File: config.mk
export PLATFORM = sky130hd
export DESIGN_NAME = varredura_matriz
export DESIGN_NICKNAME = d
export VERILOG_FILES = /design/src/rtl/varredura_matriz.sv
export SDC_FILE = /design/constraint.sdc
export NUM_CORES = 1
export LEC_CHECK = 0
export BUFFER_PORTS_ARGS = -buffer_cell sky130_fd_sc_hd__buf_4
export CORE_MARGIN = 5
export CORE_UTILIZATION = 54
export CTS_CLUSTER_SIZE = 40
export DETAILED_ROUTE_END_ITERATION = 10
export MAX_ROUTING_LAYER = met4
export PLACE_DENSITY = 0.74
export SKIP_LAST_GASP = 1
export SYNTH_ARGS = -nofsm -noshare
export SYNTH_HDL_FRONTEND = slang
export SYNTH_SLANG_ARGS = --single-unit
export TNS_END_PERCENT = 10
File: constraint.sdc
create_clock -name clk -period 3.65 [get_ports clk]
set_input_delay 0.73 -clock clk [delete_from_list [all_inputs] [get_ports clk]]
set_output_delay 0.73 -clock clk [all_outputs]
set_load 0.05 [all_outputs]
File: src/rtl/varredura_matriz.sv
`timescale 1ns/1ps
// varredura_matriz: 5x7 LED matrix column scanner. The block holds a shadow
// buffer that changes only at frame boundaries, so no displayed frame mixes
// old and new data. It also overlays an optional blinking cursor on one dot.
module varredura_matriz #(
  parameter int DIV   = 50000,
  parameter int BLINK = 25
) (
  input  logic       clk,
  input  logic       reset,
  input  logic [6:0] coluna1,
  input  logic [6:0] coluna2,
  input  logic [6:0] coluna3,
  input  logic [6:0] coluna4,
  input  logic [6:0] coluna5,
  input  logic       atualizar,
  output logic       pronto,
  input  logic       cursor_en,
  input  logic [2:0] cursor_col,
  input  logic [2:0] cursor_lin,
  output logic [4:0] colunas,
  output logic [6:0] linhas
);

  localparam int PW = (DIV > 2) ? $clog2(DIV) : 1;
  localparam logic [PW-1:0] PMAX = PW'(DIV - 1);
  localparam int FW = (BLINK > 1) ? $clog2(BLINK + 1) : 1;
  localparam logic [FW-1:0] FMAX = FW'(BLINK - 1);

  logic [PW-1:0] presc;
  logic [2:0]    idx;
  logic [2:0]    idx_nxt;
  logic          tick;
  logic          frame_end;
  logic          load;
  logic          pending;
  logic [FW-1:0] fcnt;
  logic          fase;
  logic          fase_nxt;
  logic [6:0]    shadow [5];
  logic [6:0]    dado_nxt;
  logic [6:0]    linhas_nxt;

  // Flips the cursor dot when the cursor is enabled, in its visible blink
  // phase, inside the matrix, and on the column about to be shown.
  function automatic logic [6:0] aplica_cursor(
    input logic [6:0] dado,
    input logic       en,
    input logic       fase_vis,
    input logic [2:0] col,
    input logic [2:0] lin,
    input logic [2:0] atual
  );
    logic [6:0] mascara;
    mascara = '0;
    if (en && fase_vis && (col <= 3'd4) && (lin <= 3'd6) && (col == atual))
      mascara = 7'(1) << lin;
    return dado ^ mascara;
  endfunction

  // Column index to one-hot enable. Any out-of-range index still yields a
  // valid one-hot value.
  function automatic logic [4:0] decodifica(input logic [2:0] i);
    logic [4:0] r;
    case (i)
      3'd1:    r = 5'b00010;
      3'd2:    r = 5'b00100;
      3'd3:    r = 5'b01000;
      3'd4:    r = 5'b10000;
      default: r = 5'b00001;
    endcase
    return r;
  endfunction

  // Scan timing decode: tick, frame boundary, load decision, next blink phase.
  always_comb begin
    tick      = (presc == PMAX);
    frame_end = tick && (idx == 3'd4);
    load      = frame_end && (pending || atualizar);
    idx_nxt   = (idx == 3'd4) ? 3'd0 : idx + 3'd1;
    fase_nxt  = (frame_end && (fcnt == FMAX)) ? ~fase : fase;
  end

  // Row data for the upcoming column. At a loading frame boundary the next
  // column is column 0, and it takes the new data directly, so the new frame
  // starts with the new buffer.
  always_comb begin
    dado_nxt = 7'b1111111;
    case (idx_nxt)
      3'd0:    dado_nxt = load ? coluna1 : shadow[0];
      3'd1:    dado_nxt = shadow[1];
      3'd2:    dado_nxt = shadow[2];
      3'd3:    dado_nxt = shadow[3];
      3'd4:    dado_nxt = shadow[4];
      default: dado_nxt = 7'b1111111;
    endcase
    linhas_nxt = aplica_cursor(dado_nxt, cursor_en, fase_nxt,
                               cursor_col, cursor_lin, idx_nxt);
  end

  // Prescaler: 0..DIV-1, wraps on tick.
  always_ff @(posedge clk or posedge reset) begin
    if (reset)     presc <= '0;
    else if (tick) presc <= '0;
    else           presc <= presc + PW'(1);
  end

  // Column index advances once per tick.
  always_ff @(posedge clk or posedge reset) begin
    if (reset)     idx <= 3'd0;
    else if (tick) idx <= idx_nxt;
  end

  // Update request handshake. A pending request absorbs repeated pulses,
  // and pronto follows the actual load by one cycle.
  always_ff @(posedge clk or posedge reset) begin
    if (reset) begin
      pending <= 1'b0;
      pronto  <= 1'b0;
    end else begin
      pronto <= load;
      if (load)           pending <= 1'b0;
      else if (atualizar) pending <= 1'b1;
    end
  end

  // Shadow buffer: captures the column inputs only at a frame boundary.
  always_ff @(posedge clk or posedge reset) begin
    if (reset) begin
      for (int i = 0; i < 5; i++) shadow[i] <= 7'b1111111;
    end else if (load) begin
      shadow[0] <= coluna1;
      shadow[1] <= coluna2;
      shadow[2] <= coluna3;
      shadow[3] <= coluna4;
      shadow[4] <= coluna5;
    end
  end

  // Frame counter and cursor blink phase.
  always_ff @(posedge clk or posedge reset) begin
    if (reset) begin
      fcnt <= '0;
      fase <= 1'b0;
    end else if (frame_end) begin
      fcnt <= (fcnt == FMAX) ? '0 : fcnt + FW'(1);
      fase <= fase_nxt;
    end
  end

  // Registered matrix drive, refreshed on every tick for the new column.
  always_ff @(posedge clk or posedge reset) begin
    if (reset) begin
      colunas <= 5'b00001;
      linhas  <= 7'b1111111;
    end else if (tick) begin
      colunas <= decodifica(idx_nxt);
      linhas  <= linhas_nxt;
    end
  end

endmodule

## Yosys cells after proc, flatten, opt, wreduce, memory -nomap -nowiden

Cells that the tools add are included.

| word-level totals | value |
|---|---|
| bits in writable memories | 0 |
| output and inout bits | 13 |
| input port bits | 45 |
| register bits after elaboration | 74 |
| memory bits (read-only) | 0 |
| memories kept | 0 |
| latch bits | 0 |

| operators by class | value |
|---|---|
| shifts and indexed selects | 1 |
| $add $sub $neg | 3 |
| bitwise operators | 2 |
| multiplexer cells | 10 |
| $lt $le $gt $ge | 2 |
| reductions and logical operators | 10 |
| multiply operators | 0 |
| div/mod/pow operators | 0 |
| eq/ne operators | 8 |

Operators with widths:

| kind | number |
|---|---|
| $pmux W7 S5 | 1 |
| $pmux W5 S4 | 1 |
| $add A16 B1 Y16 const B | 1 |
| $eq A16 B16 Y1 const B | 1 |
| $mux W16 | 1 |
| $mux W7 | 2 |
| $logic_and A1 B1 Y1 | 7 |
| $shl A1 B3 Y7 const A | 1 |
| $xor A7 B7 Y7 | 1 |
| $eq A3 B2 Y1 const B | 2 |
| $eq A3 B3 Y1 const B | 2 |
| $le A3 B3 Y1 const B | 2 |
| $add A5 B1 Y5 const B | 1 |
| $eq A5 B5 Y1 const B | 1 |
| $mux W5 | 1 |
| $add A3 B1 Y3 const B | 1 |
| $eq A3 B1 Y1 const B | 1 |
| $eq A3 B3 Y1 | 1 |
| $logic_not A3 Y1 | 1 |
| $mux W1 | 3 |
| $mux W3 | 1 |
| $reduce_bool A2 Y1 | 1 |
| $logic_or A1 B1 Y1 | 1 |
| $not A1 Y1 | 1 |

## Longest topological paths before layout

Gate-level depths: netlist of run 1.

| depth | value |
|---|---|
| depth in word-level cells | 10 |
| gate-level depth with buffers | 11 |
| mapped depth without buffers | 8 |

## Least setup slack after synthesis of run 1

Ideal clock, no wire load.

| path | value |
|---|---|
| path type | flip-flop to flip-flop |
| start point | register idx[0] |
| end point | register linhas[0] |
| arrival time | 2.601 ns |
| path buffers | 3 |
| clock period less this slack | 2.683 ns |
| stages on the path, launching flop included | 12 |
| setup time | 0.082 ns |
| slack | 0.967 ns |
| path through | dfrtp_1 -> inv_1 -> ha_1 -> or3b_1 -> buf_6 -> a211o_1 -> buf_6 -> and4_4 -> buf_6 -> nor4_2 -> xor2_1 -> mux2_2 |

| on the way | value |
|---|---|
| cells in the longest elaborated chain, start to end | 10 |
| elaborated cells between the ends (all ways) | 21 |
| those cells by class | 1 x add/sub; 6 x eq/ne; 5 x mux; 1 x bitwise; 8 x reduce/logical |

RTL lines:

| what | line | source |
|---|---|---|
| start, declared | 31 | `logic [2:0] idx;` |
| start signal, assigned | 111 | `else if (tick) idx <= idx_nxt;` |
| branches (longest 9 deep; another with $add A3 B1 Y3) | - |  |
| $xor A7 B7 Y7 * | 58 | `return dado ^ mascara;` |
| end signal, assigned | 158 | `linhas <= linhas_nxt;` |
| end, declared | 22 | `output logic [6:0] linhas` |

Mark *: on every way between the ends.
A chain may end at the register's enable or synchronous reset.

## Final worst setup path of run 1

| path | value |
|---|---|
| start point | register idx[0] |
| end point | register linhas[6] |

| on the way | value |
|---|---|
| elaborated cells between the ends (all ways) | 21 |
| those cells by class | 1 x add/sub; 6 x eq/ne; 5 x mux; 1 x bitwise; 8 x reduce/logical |

RTL lines:

| what | line | source |
|---|---|---|
| $add A3 B1 Y3 / $eq A3 B3 Y1 (equally long branches) | 80 | `idx_nxt = (idx == 3'd4) ? 3'd0 : idx + 3'd1;` |
| $mux W3 * | 80 |  |
| net idx_nxt[1] | 32 | `logic [2:0] idx_nxt;` |
| branches (longest 3 deep; another with $pmux W7 S5) | - |  |
| $xor A7 B7 Y7 * | 58 |  |

Mark *: on every way through the listed nets, which the timed path passes.

==> results.toml, run 1 <==
[grt]
antenna_found_initial = 0
grt_pass1_vias = 3120
grt_usage = 0.2229
grt_first_pass_wirelength_mm = 15.18
gr-total-overflow = 0
grt_max_degree = 48

[timing]
hold_viol = 0
setup_viol = 0
fin_setup_tns_ns = 0
drv_slew = 0
period_needed_ns = 3.225
max_freq_ghz = 0.3101
rsz0062_at_grt = "no"
slew-limit-headroom = 0.1465
period_share = 0.8835
clock_skew_ns = 0.01258
tightestPinTransition_ns = 1.264

[synth]
seq_area_frac_synth = 0.4814
synth_compound_area_frac = 0.1147
syn_area_per_cell_sq_um = 10.36
synth_top_family_by_area = "simple AND/OR/NAND/NOR gates"
synth_xor_area_frac = 0.04646
synthArstFlopShare = 1.000
synthTopCellsByArea = "dfstp_2 29%, dfrtp_1 20%, mux2_2 8.0%"
synth.most_common_cell = "dfstp_2"
synthCells = 382
synth-seq-cells = 74
netlist_area_sq_um = 3959
synth_top_area_share = 0.2854
ys_types = 46
synth_flop_cell = "dfstp_2"
ys.warnings.count = 0
yosys.area_share.simple = 0.1994
synth_commonest_cells = "43 x dfstp_2, 37 x nand2_1, 31 x dfrtp_1"
synth.net_count = 434
synth_edf_count = 0
synth_area_leader_cell = "dfstp_2"
synth_adder_area_share = 0.02212
synthMuxAreaShare = 0.08249

[final_layout]
final_cell_area_sq_um = 4679
area_delta_synth_final_pct = 18.20
antennaDiodeCount = 0
layout-drive-gt1-share = 0.3750
final_nets = 487
fillCellCount = 603

[worst_hold_path]
min_path_type = "reg2reg"

[floorplan]
die_y_um = 95.62
die_w_um = 95.62
start_util = 0.5487
rows = 31
die_area_sq_um = 9143
core_sq_um = 7214
ioPinCount = 58

[power]
p_per_area_nw_per_um2 = 359.4
peakVddDrop_mv = 0.3800
p_leak_nw = 1.953

[worst_setup_path]
regToRegEndpoint = "linhas[6]$_DFFE_PP1N_"
endpoint = "linhas[6]$_DFFE_PP1N_"
crit_start = "idx[0]$_DFFE_PP0N_"
ff2ff_setup_slack_ns = 0.43
path_class = "reg2reg"
r2r-start = "idx[0]$_DFFE_PP0N_"
reg2regPathDepth = 8
critPathLaunchType = "register"
cp_max_fo = 15
cp-end-kind = "register"
crit_arrival_ns = 3.51
required_ns = 3.94

[routing]
drc = 0
wirelength_mm = 8.915
drtIter0Drc = 160
ant_nets = 0
drtPass1Iterations = 4
vias = 3092
wl_per_cell_um = 16.54
viasPerCell = 5.737

[cts]
clk_pin_slew_ns = 0.08
cts_sinks = 74
htreeDepth = 3
clock_latency_ns = 0.36
ctsHoldBuffers = 0
cts_setup_buffers = 0
cts-buffers-inserted = 9
postCtsResizedCells = 0
cts_tree = "built"
cts_buffer_depth = 2
cts-root-buf = "clkbuf_8"

[placement]
globalplace.congestion = 0.8849
dp_hpwl_mm = 6.621
numPortBuffers = 57
placed_cell_area_sq_um = 4461

[job]
max-cap-violations = 0

[status]
status = "finished clean"
[registers in the layout (all words and copies together), names as in the netlist]
name,flops
linhas,7
idx,3
colunas,5
pronto,1
fase,1
fcnt,5
presc,16
shadow,35
pending,1
[worst max-delay path, stage by stage (launching register included)]
cell	delay, ns
dfrtp_1	0.45
inv_1	0.12
ha_1	0.41
and3b_1	0.21
a41oi_1	0.94
and4_4	0.52
nor4_2	0.08
xor2_1	0.17
mux2_2	0.27
[how the worst min path moves through the flow]
stage | start | end | slack [ns] | cells past startpoint
after detailed placement | colunas[0]$_DFFE_PP1N_ | colunas[0]$_DFFE_PP1N_ | 0.45 | 2
after CTS | colunas[0]$_DFFE_PP1N_ | colunas[0]$_DFFE_PP1N_ | 0.46 | 2
after floorplan | shadow[0]$_DFFE_PP1N_ | shadow[0]$_DFFE_PP1N_ | 0.47 | 2
final | colunas[0]$_DFFE_PP1N_ | colunas[0]$_DFFE_PP1N_ | 0.46 | 2
after global routing | colunas[0]$_DFFE_PP1N_ | colunas[0]$_DFFE_PP1N_ | 0.48 | 2
after global placement | colunas[0]$_DFFE_PP1N_ | colunas[0]$_DFFE_PP1N_ | 0.45 | 2
[metrics by stage]
| step | total power, W | hold slack [ns] | utilization | setup WS [ns] | std cells |
|---|---|---|---|---|---|
| after floorplan | 0.0009301 | 0.4742 | - | 0.9673 | 382 |
| after global placement | 0.0009868 | 0.4462 | 0.6183 | 0.6662 | 523 |
| after detailed placement | 0.0009903 | 0.4513 | 0.6183 | 0.4961 | 523 |
| after CTS | 0.001702 | 0.4624 | 0.6486 | 0.4889 | 539 |
| after global routing | 0.001753 | 0.4822 | 0.6486 | 0.2070 | 539 |
| final | 0.001682 | 0.4588 | 0.6486 | 0.4253 | 539 |
[logic make-up (layout without fill, tap and decap cells)]
kind of cell | after synthesis | in the layout
fa+ha+maj | 7 | 7
compound gates | 64 | 64
simple gates | 137 | 137
flops | 74 | 74
buf+inv | 50 | 108
mux | 29 | 29
xor+xnor | 21 | 21
[cell usage in the layout (no fill, tap or decap), drive strengths merged, types with 3 or more instances in the layout]
cell      n
buf      63
dfstp    43
nand2    37
dfrtp    31
inv      30
mux2     29
o21ai    24
o2111ai  21
nand4    18
nor2     18
xor2     17
nand3    16
nor4     15
clkbuf   10
a211oi    7
ha        7
nor3      6
xnor2     4
and2      4
nor2b     4
and3      3
o211ai    3
clkinv    3
[power by group]
part | switching, W | internal, W
sequential | 0.00000973 | 0.000859
combinational | 0.0000507 | 0.0000559
clock | 0.000318 | 0.000389
[final cells by class]
type | count | area, sq um | share of cell area
inverters | 29 | 108.9 | 0.02326
well taps | 99 | 123.9 | 0.02647
flip-flops and latches | 74 | 1906 | 0.4072
clock inverters | 6 | 91.34 | 0.01952
repair buffers | 63 | 473.0 | 0.1011
multi-input cells | 258 | 1849 | 0.3952
clock buffers | 10 | 127.6 | 0.02727
[metal layers]
| metal | wire length, um | part of all wire | global-route usage |
|---|---|---|---|
| met2 | 4307 | 0.48 | 0.3358 |
| met4 | 233 | 0.026 | 0.09123 |
| met5 | 0 | 0 | - |
| met1 | 3998 | 0.45 | 0.2918 |
| met3 | 375 | 0.042 | 0.04893 |
Note: power is estimated with default switching activity, not from simulation.
==> inputs of run 2 (changes only) <==
--- a/config.mk
+++ b/config.mk
@@ -6,12 +6,14 @@
 export NUM_CORES = 1
 export LEC_CHECK = 0
 export BUFFER_PORTS_ARGS = -buffer_cell sky130_fd_sc_hd__buf_4
+export CELL_PAD_IN_SITES_DETAIL_PLACEMENT = 1
+export CELL_PAD_IN_SITES_GLOBAL_PLACEMENT = 2
 export CORE_MARGIN = 5
-export CORE_UTILIZATION = 54
+export CORE_UTILIZATION = 37
 export CTS_CLUSTER_SIZE = 40
 export DETAILED_ROUTE_END_ITERATION = 10
 export MAX_ROUTING_LAYER = met4
-export PLACE_DENSITY = 0.74
+export PLACE_DENSITY = 0.78
 export SKIP_LAST_GASP = 1
 export SYNTH_ARGS = -nofsm -noshare
 export SYNTH_HDL_FRONTEND = slang
==> run 2 against run 1 <==
Clock power decreased by 20%; sequential share of layout area decreased by 0.054 points; sequential cell count unchanged; routed wire length increased by 17%; global-route usage decreased by 4.9 points; first-iteration DRC count decreased by 24%; clock-buffer cell count increased by 1; combinational power about the same.
==> results.toml, run 2 (synthesized netlist as in run 1, its figures left out) <==
[worst_setup_path]
cp-end-kind = "register"
reg2regPathDepth = 8
critPathLaunchType = "register"
cp_max_fo = 18
ff2ff_setup_slack_ns = 0.54
r2r-start = "idx[0]$_DFFE_PP0N_"
required_ns = 3.92
regToRegEndpoint = "linhas[2]$_DFFE_PP1N_"
crit_arrival_ns = 3.38
path_class = "reg2reg"

[worst_hold_path]
hold_path_startpoint = "colunas[0]$_DFFE_PP1N_"
hold_depth = 2
min_path_type = "reg2reg"
hold_path_end = "colunas[0]$_DFFE_PP1N_"

[timing]
fin_setup_tns_ns = 0
clock_skew_ns = 0.01562
slew-limit-headroom = 0.3562
hold_viol = 0
max_freq_ghz = 0.3216
period_share = 0.8519
period_needed_ns = 3.109
drv_slew = 0
setup_viol = 0
rsz0062_at_grt = "no"
tightestPinTransition_ns = 0.9657

[placement]
numPortBuffers = 57
place_inst = 562
dp_hpwl_mm = 7.737
globalplace.congestion = 0.8255

[power]
combPwrFrac = 0.070
p_clk_frac = 0.366
p_per_area_nw_per_um2 = 328.9
peakVddDrop_mv = 0.1737
p_leak_nw = 1.937
swShare = 0.2467
switching_power_w = 0.0003802
power.internal_w = 0.001161
seqPwrFrac = 0.564

[status]
status = "finished clean"

[floorplan]
ioPinCount = 58
die_area_sq_um = 12870
rows = 37
core_sq_um = 10370
die_w_um = 113.4
die_y_um = 113.4
start_util = 0.3818

[routing]
drtPass1Iterations = 4
wirelength_mm = 10.44
viasPerCell = 5.367
ant_nets = 0
drtIter0Drc = 122
drc = 0
wl_per_cell_um = 18.07
vias = 3102

[job]
max-cap-violations = 0

[grt]
grt_usage = 0.1736
antenna_found_initial = 0
grt_pass1_vias = 3406
gr-total-overflow = 0
grt_max_degree = 75
grt_first_pass_wirelength_mm = 17.44

[cts]
htreeDepth = 3
ctsHoldBuffers = 0
cts-buffers-inserted = 9
clk_pin_slew_ns = 0.09
cts_tree = "built"
clock_latency_ns = 0.35
cts_sinks = 74
cts_setup_buffers = 0
cts-root-buf = "clkbuf_8"
cts_buffer_depth = 2
postCtsResizedCells = 0

[final_layout]
final_cell_mix = "65 x buf_4, 43 x dfstp_2, 37 x nand2_1"
final_nets = 489
largest-register = "shadow"
final_common_cell = "buf_4"
reg_top3 = "shadow: 35 flops, presc: 16 flops, linhas: 7 flops"
stdcell_count = 578
layout-drive-gt1-share = 0.3756
antennaDiodeCount = 0
largest_register_ffs = 35
area_delta_synth_final_pct = 18.36
==> run 2: cell types whose count changed in the layout (fill, tap and decap cells not counted), sizes merged <==
cell	before	now
clkbuf	10	11
clkinvlp	0	1
buf	63	65
bufinv	2	0
==> run 2: layer usage <==
metal  up-vias  routed length, um  GRT usage
li1       1490                  -          -
met1      1542               4880     0.2245
met2        52               5085     0.2808
met3        18                254    0.02918
met4         0                223    0.05208
met5         -                  0          -
==> run 2: worst max-delay path: stages, from the launching register on <==
cell	delay, ns
dfrtp_1	0.45
inv_1	0.12
ha_1	0.28
or3b_1	0.66
and2_1	0.32
o32ai_2	0.51
o2111ai_1	0.23
xor2_1	0.18
mux2_2	0.27
==> run 2: area by class of cell <==
| type | instances | area, sq um |
|---|---|---|
| repair buffers | 65 | 488.0 |
| clock buffers | 11 | 131.4 |
| well taps | 136 | 170.2 |
| inverters | 29 | 108.9 |
| fillers | 1191 | 5684 |
| clock inverters | 5 | 32.53 |
| multi-input cells | 258 | 1849 |
| flip-flops and latches | 74 | 1906 |
==> run 2: worst max-delay path by stage <==
stage	slack (ns)	start	to
2_1_floorplan	0.97	idx[0]$_DFFE_PP0N_	linhas[0]$_DFFE_PP1N_
3_3_place_gp	0.70	idx[0]$_DFFE_PP0N_	linhas[0]$_DFFE_PP1N_
3_5_place_dp	0.60	idx[0]$_DFFE_PP0N_	linhas[0]$_DFFE_PP1N_
4_1_cts	0.56	idx[0]$_DFFE_PP0N_	linhas[2]$_DFFE_PP1N_
5_1_grt	0.32	idx[0]$_DFFE_PP0N_	linhas[2]$_DFFE_PP1N_
6_report	0.54	idx[0]$_DFFE_PP0N_	linhas[2]$_DFFE_PP1N_
==> run 2: stage by stage <==
stage | instance area (sq um) | setup WS (ns) | total power, W | hold WS, ns | util
final | 4686 | 0.5406 | 0.001541 | 0.4562 | 0.4519
after global routing | 4686 | 0.3201 | 0.001615 | 0.4815 | 0.4519
after global placement | 4522 | 0.7039 | 0.0009886 | 0.4455 | 0.4361
after CTS | 4686 | 0.5571 | 0.001566 | 0.4618 | 0.4519
after floorplan | 3959 | 0.9673 | 0.0009301 | 0.4742 | -
after detailed placement | 4522 | 0.6039 | 0.0009924 | 0.4480 | 0.4361
==> run 2: power by group through the flow <==
stage / registers (W) / clock network [W] / logic, W
after floorplan: 0.000878 / 0 / 0.0000520
after CTS: 0.000869 / 0.000587 / 0.000110
after detailed placement: 0.000883 / 0 / 0.000109
final: 0.000869 / 0.000564 / 0.000107
after global placement: 0.000882 / 0 / 0.000106
after global routing: 0.000872 / 0.000624 / 0.000119
==> inputs of run 3 (changes only) <==
--- a/config.mk
+++ b/config.mk
@@ -9,11 +9,11 @@
 export CELL_PAD_IN_SITES_DETAIL_PLACEMENT = 1
 export CELL_PAD_IN_SITES_GLOBAL_PLACEMENT = 2
 export CORE_MARGIN = 5
-export CORE_UTILIZATION = 37
+export CORE_UTILIZATION = 39
 export CTS_CLUSTER_SIZE = 40
 export DETAILED_ROUTE_END_ITERATION = 10
 export MAX_ROUTING_LAYER = met4
-export PLACE_DENSITY = 0.78
+export PLACE_DENSITY = 0.82
 export SKIP_LAST_GASP = 1
 export SYNTH_ARGS = -nofsm -noshare
 export SYNTH_HDL_FRONTEND = slang
==> constraint.sdc (replaced) <==
create_clock -name clk -period 4 [get_ports clk]
set_input_delay 0.8 -clock clk [delete_from_list [all_inputs] [get_ports clk]]
set_output_delay 0.8 -clock clk [all_outputs]
set_load 0.05 [all_outputs]
==> run 3 against run 2 <==
Die area decreased by 4.7%; clock power increased by 3%; clock skew decreased by 0.0021 ns; non-clock buffer count decreased by 2; global-route usage increased by 0.35 points; core utilization increased by 2.7 points; combinational power decreased by 9%; worst hold slack improved by 0.0024 ns; worst setup slack got worse by 0.032 ns; critical endpoint is now linhas[4]$_DFFE_PP1N_.
==> results.toml, run 3 (synthesized netlist as in run 1, its figures left out) <==
[routing]
wirelength_mm = 10.18
wl_per_cell_um = 17.76
drc = 0
vias = 3133
drtPass1Iterations = 4
ant_nets = 0
drtIter0Drc = 152
viasPerCell = 5.468

[grt]
grt_max_degree = 45
gr-total-overflow = 0
grt_pass1_vias = 3368
grt_usage = 0.1771
antenna_found_initial = 0
grt_first_pass_wirelength_mm = 17.30

[final_layout]
antennaDiodeCount = 0
final_nets = 487
layout-drive-gt1-share = 0.3750
fillCellCount = 1132
largest-register = "shadow"
final_cell_mix = "63 x buf_4, 43 x dfstp_2, 37 x nand2_1"
post-route-util = 0.4785
final_common_cell = "buf_4"
reg_top3 = "shadow: 35 flops, presc: 16 flops, linhas: 7 flops"
area_delta_synth_final_pct = 18.68
largest_register_ffs = 35

[timing]
whs_ns = 0.4586
fin_setup_tns_ns = 0
setup_viol = 0
period_share = 0.8729
hold_viol = 0
slew-limit-headroom = 0.1186
max_freq_ghz = 0.2864
clock_skew_ns = 0.01354
rsz0062_at_grt = "no"
period_needed_ns = 3.491
drv_slew = 0
tightestPinTransition_ns = 1.305

[placement]
dp_hpwl_mm = 7.628
numPortBuffers = 57
globalplace.congestion = 0.8281

[worst_hold_path]
hold_depth = 2
min_path_type = "reg2reg"

[cts]
postCtsResizedCells = 0
clk_pin_slew_ns = 0.09
cts_tree = "built"
cts_setup_buffers = 0
cts-root-buf = "clkbuf_8"
htreeDepth = 3
ctsHoldBuffers = 0
cts_sinks = 74
cts-buffers-inserted = 9
clock_latency_ns = 0.35
cts_buffer_depth = 2

[floorplan]
die_w_um = 110.8
rows = 36
die_area_sq_um = 12270
start_util = 0.4032
ioPinCount = 58
die_y_um = 110.8
core_sq_um = 9819

[job]
max-cap-violations = 0

[power]
p_per_area_nw_per_um2 = 313.2
p_leak_nw = 1.935
peakVddDrop_mv = 0.1868

[worst_setup_path]
crit_arrival_ns = 3.76
path_class = "reg2reg"
reg2regPathDepth = 7
required_ns = 4.27
cp-end-kind = "register"
cp_max_fo = 19
critPathLaunchType = "register"

[status]
status = "finished clean"
[run 3: critical path, cell delays in order (launching register included)]
cell	delay [ns]
dfrtp_1	0.45
ha_1	0.25
nand2b_1	0.42
a41oi_1	1.23
and4_4	0.54
nor4_2	0.08
xor2_1	0.17
mux2_2	0.27
[run 3: where the power goes]
| part | switching, W | total [W] | internal, W |
|---|---|---|---|
| combinational | 0.0000467 | 0.0000977 | 0.0000511 |
| sequential | 0.00000941 | 0.000793 | 0.000783 |
| clock | 0.000291 | 0.000581 | 0.000290 |
[run 3: layer usage]
metal,vias up,wire length [um],global-route usage
met5,-,0,-
met4,0,190,0.06240
met3,15,243,0.02675
met2,46,5062,0.2816
met1,1577,4681,0.2310
li1,1495,-,-
[run 3: stage by stage]
step | cell area, sq um | worst slack [ns] | instances | total power, W
2_1_floorplan | 3959 | 1.317 | 382 | 0.0008487
3_3_place_gp | 4503 | 0.7731 | 557 | 0.0009030
3_5_place_dp | 4503 | 0.5733 | 557 | 0.0009059
4_1_cts | 4698 | 0.5229 | 573 | 0.001498
5_1_grt | 4698 | 0.2515 | 573 | 0.001542
6_report | 4698 | 0.5086 | 573 | 0.001471
[run 3: worst paths after layout]
check / start / end / slack [ns]
max in group asynchronous: reset / fcnt[3]$_DFFE_PP0N_ / 2.98
min: colunas[0]$_DFFE_PP1N_ / colunas[0]$_DFFE_PP1N_ / 0.46
min reg2reg: colunas[0]$_DFFE_PP1N_ / colunas[0]$_DFFE_PP1N_ / 0.46
max: idx[0]$_DFFE_PP0N_ / linhas[4]$_DFFE_PP1N_ / 0.51
min in group asynchronous: reset / idx[1]$_DFFE_PP0N_ / 0.61
max reg2reg: idx[0]$_DFFE_PP0N_ / linhas[4]$_DFFE_PP1N_ / 0.51
[run 3: layout make-up]
class	instances	area, sq um	area share
Clock inverter	6	67.56	0.01438
Multi-Input combinational cell	258	1849	0.3936
Timing Repair Buffer	63	473.0	0.1007
Tap cell	133	166.4	0.03542
Clock buffer	10	127.6	0.02716
Inverter	29	108.9	0.02317
Sequential cell	74	1906	0.4056
